File: config.mk
export PLATFORM = sky130hd
export DESIGN_NAME = sram_rw0_ctrl
export DESIGN_NICKNAME = d
export VERILOG_FILES = /design/src/rtl/sram_ctrl_pkg.sv /design/src/rtl/sram_rsp_buf.sv /design/src/rtl/sram_rw0_ctrl.sv
export SDC_FILE = /design/constraint.sdc
export NUM_CORES = 1
export LEC_CHECK = 0
export ABC_AREA = 1
export CORE_AREA = 8 8 70 48
export CTS_BUF_LIST = sky130_fd_sc_hd__clkbuf_2 sky130_fd_sc_hd__clkbuf_4 sky130_fd_sc_hd__clkbuf_8
export DETAILED_ROUTE_END_ITERATION = 8
export DIE_AREA = 0 0 78 56
export GPL_TIMING_DRIVEN = 0
export PLACE_DENSITY = 0.85
export SYNTH_ARGS = -nofsm -noshare
export SYNTH_HDL_FRONTEND = slang
export SYNTH_HIERARCHICAL = 1
export SYNTH_SLANG_ARGS = --single-unit
File: constraint.sdc
create_clock -name clock -period 1.95 [get_ports clock]
set_input_delay 0.39 -clock clock [delete_from_list [all_inputs] [get_ports clock]]
set_output_delay 0.39 -clock clock [all_outputs]
set_load 0.02 [all_outputs]
File: src/rtl/sram_ctrl_pkg.sv
// Shared types and constants for the SRAM RW0 requester-side controller.
package sram_ctrl_pkg;

    typedef enum logic [0:0] {
        S_INIT,
        S_IDLE
    } state_e;

    localparam int RSP_DEPTH = 2;

endpackage

File: src/rtl/sram_rsp_buf.sv
// Two-entry read-response FIFO; data arriving while empty is presented in the same cycle.
module sram_rsp_buf
    import sram_ctrl_pkg::*;
#(
    parameter int DATA_W = 4
) (
    input  logic              clock,
    input  logic              reset,
    input  logic              push_i,
    input  logic [DATA_W-1:0] data_i,
    output logic              valid_o,
    input  logic              ready_i,
    output logic [DATA_W-1:0] data_o,
    output logic [1:0]        occ_o
);

    logic [DATA_W-1:0] mem_q [RSP_DEPTH];
    logic              rdPtr_q, rdPtr_d;
    logic              wrPtr_q, wrPtr_d;
    logic [1:0]        occ_q, occ_d;
    logic              empty;
    logic              storePush;
    logic              storePop;

    // A bypassed word that is consumed immediately never touches storage.
    always_comb begin
        empty     = (occ_q == 2'd0);
        storePush = push_i && !(empty && ready_i);
        storePop  = !empty && ready_i;
        rdPtr_d   = storePop  ? rdPtr_q + 1'b1 : rdPtr_q;
        wrPtr_d   = storePush ? wrPtr_q + 1'b1 : wrPtr_q;
        occ_d     = occ_q;
        if (storePush && !storePop) begin
            occ_d = occ_q + 2'd1;
        end else if (!storePush && storePop) begin
            occ_d = occ_q - 2'd1;
        end
        valid_o = push_i || !empty;
        data_o  = '0;
        if (!empty) begin
            data_o = mem_q[rdPtr_q];
        end else if (push_i) begin
            data_o = data_i;
        end
    end

    assign occ_o = occ_q;

    always_ff @(posedge clock or negedge reset) begin
        if (!reset) begin
            for (int i = 0; i < RSP_DEPTH; i++) begin
                mem_q[i] <= '0;
            end
            rdPtr_q <= 1'b0;
            wrPtr_q <= 1'b0;
            occ_q   <= 2'd0;
        end else begin
            if (storePush) begin
                mem_q[wrPtr_q] <= data_i;
            end
            rdPtr_q <= rdPtr_d;
            wrPtr_q <= wrPtr_d;
            occ_q   <= occ_d;
        end
    end

endmodule

File: src/rtl/sram_rw0_ctrl.sv
// Serialises read/write request channels onto a single-port SRAM RW0 port.
// Define SRAM_CTRL_INIT_EN to sweep INIT_VAL into every entry after reset release.
module sram_rw0_ctrl
    import sram_ctrl_pkg::*;
#(
    parameter int                ADDR_W   = 6,
    parameter int                DATA_W   = 4,
    parameter logic [DATA_W-1:0] INIT_VAL = '0
) (
    input  logic              clock,
    input  logic              reset,
    output logic              init_done,
    input  logic              rd_req_valid,
    output logic              rd_req_ready,
    input  logic [ADDR_W-1:0] rd_req_addr,
    input  logic              wr_req_valid,
    output logic              wr_req_ready,
    input  logic [ADDR_W-1:0] wr_req_addr,
    input  logic [DATA_W-1:0] wr_req_data,
    input  logic [DATA_W-1:0] wr_req_mask,
    output logic              rd_resp_valid,
    input  logic              rd_resp_ready,
    output logic [DATA_W-1:0] rd_resp_data,
    output logic              sram_en,
    output logic              sram_wmode,
    output logic [ADDR_W-1:0] sram_addr,
    output logic [DATA_W-1:0] sram_wmask,
    output logic [DATA_W-1:0] sram_wdata,
    input  logic [DATA_W-1:0] sram_rdata
);

    state_e            state_q;
    logic              initDone_q;
    logic              inflight_q;
    logic              sweepActive_q;
    logic [ADDR_W-1:0] initCnt_q;
    logic              isIdle;
    logic              rdSlotFree;
    logic              rdIssue;
    logic [1:0]        rspOcc;

    // Writes win the port; a read only issues when its response has a guaranteed buffer slot.
    always_comb begin
        isIdle       = (state_q == S_IDLE);
        rdSlotFree   = ({1'b0, rspOcc} + {2'b00, inflight_q}) < 3'd2;
        wr_req_ready = isIdle;
        rd_req_ready = isIdle && !wr_req_valid && rdSlotFree;
        rdIssue      = rd_req_valid && rd_req_ready;
        sram_en      = 1'b0;
        sram_wmode   = 1'b0;
        sram_addr    = '0;
        sram_wmask   = '0;
        sram_wdata   = '0;
        if (isIdle && wr_req_valid) begin
            sram_en    = 1'b1;
            sram_wmode = 1'b1;
            sram_addr  = wr_req_addr;
            sram_wmask = wr_req_mask;
            sram_wdata = wr_req_data;
        end else if (rdIssue) begin
            sram_en   = 1'b1;
            sram_addr = rd_req_addr;
        end else if (sweepActive_q) begin
            sram_en    = 1'b1;
            sram_wmode = 1'b1;
            sram_addr  = initCnt_q;
            sram_wmask = '1;
            sram_wdata = INIT_VAL;
        end
    end

    assign init_done = initDone_q;

    // The sweep flag is held low through reset so no write escapes before release.
    always_ff @(posedge clock or negedge reset) begin
        if (!reset) begin
            state_q       <= S_INIT;
            initDone_q    <= 1'b0;
            inflight_q    <= 1'b0;
            sweepActive_q <= 1'b0;
            initCnt_q     <= '0;
        end else begin
            inflight_q <= rdIssue;
            case (state_q)
                S_INIT: begin
`ifdef SRAM_CTRL_INIT_EN
                    if (!sweepActive_q) begin
                        sweepActive_q <= 1'b1;
                    end else if (initCnt_q == '1) begin
                        sweepActive_q <= 1'b0;
                        state_q       <= S_IDLE;
                        initDone_q    <= 1'b1;
                    end else begin
                        initCnt_q <= initCnt_q + 1'b1;
                    end
`else
                    state_q    <= S_IDLE;
                    initDone_q <= 1'b1;
`endif
                end
                S_IDLE: begin
                    state_q <= S_IDLE;
                end
                default: begin
                    state_q <= S_INIT;
                end
            endcase
        end
    end

    sram_rsp_buf #(
        .DATA_W(DATA_W)
    ) u_rsp_buf (
        .clock  (clock),
        .reset  (reset),
        .push_i (inflight_q),
        .data_i (sram_rdata),
        .valid_o(rd_resp_valid),
        .ready_i(rd_resp_ready),
        .data_o (rd_resp_data),
        .occ_o  (rspOcc)
    );

endmodule
### After elaboration in Yosys (flattened, before gate mapping)

Index checks and enable logic that the tools add are counted.

* register bits: 15
* output and inout port bits: 24

* add/sub/neg operators: 5
* order comparisons: 4
* muxes and demuxes: 22
* bitwise logic cells: 2
* reduce and logical (&&, ||, !) cells: 18

Operator list (number)
* $mux 4: 10
* $mux 6: 3
* $logic_and 1x1->1: 10
* $bwmux 8: 1
* $logic_not 1->1: 5
* $mux 1: 5
* $demux 4 s1: 1
* $ge 2x2->1 const B: 2
* $mux 2: 2
* $not 1->2: 2
* $add 2x1->3: 1
* $lt 3x2->1 const B: 1
* $add 1x1->1 const B: 2
* $add 2x1->2 const B: 1
* $logic_not 2->1: 1
* $lt 2x1->1 const B: 1
* $reduce_bool 2->1: 1
* $sub 2x1->2 const B: 1
* $logic_or 1x1->1: 1

### Depth between registers and ports, before layout

* depth after elaboration: 8
* gate-level depth with buffers: 6
* mapped depth without buffers: 6

### By module

The synthesis kept the hierarchy.

Modules (own cells, without submodules)
* sram_rsp_buf: times used 1, cells each 83, area each 660.6 µm²
* sram_rw0_ctrl: times used 1, cells each 52, area each 274.0 µm²

### Worst setup path before layout

OpenSTA, ideal clock, no wires.

* path kind: reg2out
* from: register u_rsp_buf.occ_q[0], in the netlist u_rsp_buf/occ_o[0]
* to: output rd_resp_data[3]
* arrival: 1.173 ns
* data required time: 1.560 ns
* setup slack: 0.387 ns
* stages on the path, launching flop included: 5
* path buffers: 0
* path through: dfrtp_1 -> inv_1 -> nand2_2 -> o21ai_0 -> o21ai_0

* longest elaborated chain between the ends: 2

RTL lines
* start, declared: line sram_rsp_buf.sv:20 `logic [1:0] occ_q, occ_d;`
* start signal, assigned: line sram_rsp_buf.sv:56 `occ_q <= 2'd0;`
* start signal, assigned: line sram_rsp_buf.sv:63 `occ_q <= occ_d;`
* $logic_not 2->1: line sram_rsp_buf.sv:27 `empty = (occ_q == 2'd0);`
* $mux 4: line sram_rsp_buf.sv:40 `if (!empty) begin`
* end, declared: line sram_rw0_ctrl.sv:23 `output logic [DATA_W-1:0] rd_resp_data,`

No other way between the ends.

### Worst setup path in the final report

* from: register inflight_q
* to: output rd_resp_data[0]

* longest elaborated chain between the ends: 2

RTL lines
* start, declared: line sram_rw0_ctrl.sv:34 `logic inflight_q;`
* start signal, assigned: line sram_rw0_ctrl.sv:83 `inflight_q <= rdIssue;`
* $mux 4: line sram_rsp_buf.sv:42 `end else if (push_i) begin`
* $mux 4: line sram_rsp_buf.sv:40

No other way between the ends.

==> flow_metrics.env <==
export IMPL_arrival_ns=1.40
export IMPL_cts_buffers=3
export IMPL_placementRows=14
export IMPL_cts_max_level=1
export IMPL_globalRouteMet3Util_pct=4.52
export IMPL_fin_nets=221
export IMPL_io_pins=53
export IMPL_cts_setup_buffers=0
export IMPL_viasPerCell=4.96
export IMPL_clk_pin_slew_worst_paths_ns=0.06
export IMPL_finalHoldViolCount=0
export IMPL_fin_skew_ns=0.00343
export IMPL_wl_per_cell_um=15.1
export IMPL_synth_warning_count=20
export IMPL_syn_area_per_cell_sq_um=6.92
export IMPL_setup_slack_ns=0.158
export IMPL_cp_required_ns=1.56
export IMPL_cts_sinks=15
export IMPL_ys_types=20
export IMPL_drive_gt1_share_pct=17.3
export IMPL_antennaDiodeCount=0
export IMPL_die_w_um=78
export IMPL_slew_viol_final=0
export IMPL_overflow=0
export IMPL_whs_ns=0.471
export IMPL_antenna_found_initial=0
export IMPL_post_route_util_pct=64.8
export IMPL_drt_total_wl_mm=3.37
export IMPL_drc_errors=0
export IMPL_max_slew_margin_rel_pct=54.7
export IMPL_max_freq_ghz=0.558
export IMPL_reg2reg_depth=4
export IMPL_met1_usage_pct=16.1
export IMPL_peakVddDrop_v=0.00108
export IMPL_hpwl_mm=2.75
export IMPL_synthToLayoutAreaGrowth_pct=62.7
export IMPL_grt_total_usage_pct=15.6
export IMPL_worstPathMaxFanout=10
export IMPL_clock_path_buffers=2
export IMPL_grt_use_met2_pct=28.6
export IMPL_grt_start_max_net_pins=16
export IMPL_maxCapViolations=0
export IMPL_coreArea_sq_mm=0.00235
export IMPL_grt_busiest_layer="met2"
export IMPL_timing_rr_end="u_rsp_buf/mem_q[5]"
export IMPL_ys_seq_elements=15
export IMPL_grt_pass1_vias=1111
export IMPL_grt_pass1_wl_mm=5.48
export IMPL_clkLatencyLatePin_ns=0.25
export IMPL_crit_type="flop to output port"
export IMPL_layout_min_cycle_time_ns=1.79
export IMPL_hold_buffers=0
export IMPL_dieHeight_um=56
export IMPL_ff2ff_setup_slack_ns=0.74
export IMPL_r2r_start="u_rsp_buf/wrPtr_q"
export IMPL_crit_end="rd_resp_data[0]"
export IMPL_status="completed"
export IMPL_synth_area_sq_um=935
export IMPL_syn_inst=135
export IMPL_crit_path_end_kind="output port"
export IMPL_dr_pass1_iters=4
export IMPL_fin_crit_sh_pct=91.9
export IMPL_rsz0062_at_grt="false"
export IMPL_place_ws_ns=-0.320
export IMPL_leakagePower_nw=0.791
export IMPL_drt_iter0_drc=94
export IMPL_hold_class="flop to flop"
export IMPL_startpoint_type="flop"
export IMPL_start_util_pct=39.8
export IMPL_routed_via_count=1107
export IMPL_cts_tree="yes"
export IMPL_io_buffers=51
export IMPL_cts_root_buf="clkbuf_8"
export IMPL_worstSetupStartpoint="inflight_q"
export IMPL_synth_seq_area_share_pct=40.2
export IMPL_gp_congestion=0.860
export IMPL_setup_viol=0
export IMPL_worst_pin_slew_ns=0.677
export IMPL_ant_nets=0
export IMPL_powerDensity_mw_per_mm2=1000
export IMPL_dieArea_sq_mm=0.00437
## per-stage QoR
stage / cell area, sq um / cells / setup TNS (ns) / power (mW)
global placement: 1490 / 219 / -4.75 / 1.27
global route: 1520 / 223 / 0 / 1.62
floorplan: 938 / 136 / 0 / 0.966
CTS: 1540 / 223 / 0 / 1.54
finish: 1520 / 223 / 0 / 1.53
detailed placement: 1490 / 219 / -5.14 / 1.31
## where the power goes
group / switching (mW) / internal (mW)
Combinational: 0.438 / 0.270
Clock: 0.116 / 0.144
Sequential: 0.126 / 0.433
Total: 0.680 / 0.847
## state kept, by name, indices dropped and copies added, names as in the netlist
name / count
u_rsp_buf/mem_q: 8
init_done: 1
u_rsp_buf/wrPtr_q: 1
inflight_q: 1
u_rsp_buf/occ_o: 2
wr_req_ready: 1
u_rsp_buf/rdPtr_q: 1
## routing by layer
metal	share of wire, %	up-vias
met5	0	-
met1	36	521
met4	3.0	0
met3	5.8	10
met2	55	45
li1	-	531
## cells in the final DEF (no fill, tap or decap), types with 2 or more instances in the layout
master and count:
buf_4 2, o21ai_0 5, dlygate4sd2_1 2, nor3_1 2, clkbuf_8 3, clkdlybuf4s50_1 29
nand2_1 48, nand3_1 8, nand4_1 9, o21ai_1 3, buf_6 2, dfrtp_1 14
conb_1 2, inv_1 18, clkbuf_2 8, dlymetal6s2s_1 2, nor2_1 13, nand2_4 2
clkdlybuf4s15_2 9
## critical path: stages (launching register included)
cell and delay, ns:
dfrtp_1 0.36, buf_4 0.19, buf_2 0.23, nand3_1 0.09, o21ai_1 0.09, clkbuf_2 0.19
## cells by family (layout without fill, tap and decap cells)
logic type / Yosys count / after routing / share of synthesized area (%)
flip-flops: 15 / 15 / 40.2
XOR/XNOR: 1 / 1 / 0.937
AND/OR/NAND/NOR: 85 / 85 / 41.5
other: 1 / 2 / 0.401
buffers and inverters: 24 / 79 / 12.2
AO/OA/AOI/OAI: 9 / 9 / 4.82
## area by class of cell
cell class	count	area, sq um
multi-input combinational	97	454
tap	32	40.0
clock inverter	1	7.51
buffer	5	42.5
inverter	19	73.8
fill	207	827
clock buffer	3	41.3
timing repair buffer	51	484
sequential	15	377
## repair_timing
item                                   in CTS  in global routing
resized for setup                          44                 17
endpoints found under the hold margin       0                  0
cloned                                      0                  0
setup endpoints to repair                  21                 20
## synth_stat cells
library cell	instances	area [sq um]
nand2_2	2	12.5
o21ai_1	3	15.0
xor2_1	1	8.76
inv_1	18	67.6
nor2_4	1	11.3
conb_1	1	3.75
inv_2	1	3.75
buf_6	2	22.5
buf_2	1	5.00
nor2_1	13	48.8
a21oi_1	1	5.00
nand2_1	48	180
nand3_4	1	17.5
nor3_1	2	10.0
buf_4	2	15.0
dfrtp_1	15	375
nand4_1	9	56.3
nand3_1	8	40.0
nand2_4	1	11.3
o21ai_0	5	25.0
## worst min-delay path by stage
stage                     startpoint         end  cells past startpoint
after floorplan                reset  inflight_q                      0
after global placement     init_done   init_done                      2
after detailed placement   init_done   init_done                      2
after CTS                  init_done   init_done                      2
after global routing       init_done   init_done                      2
final                      init_done   init_done                      2
No activity file was read; power rests on OpenSTA's default activity.
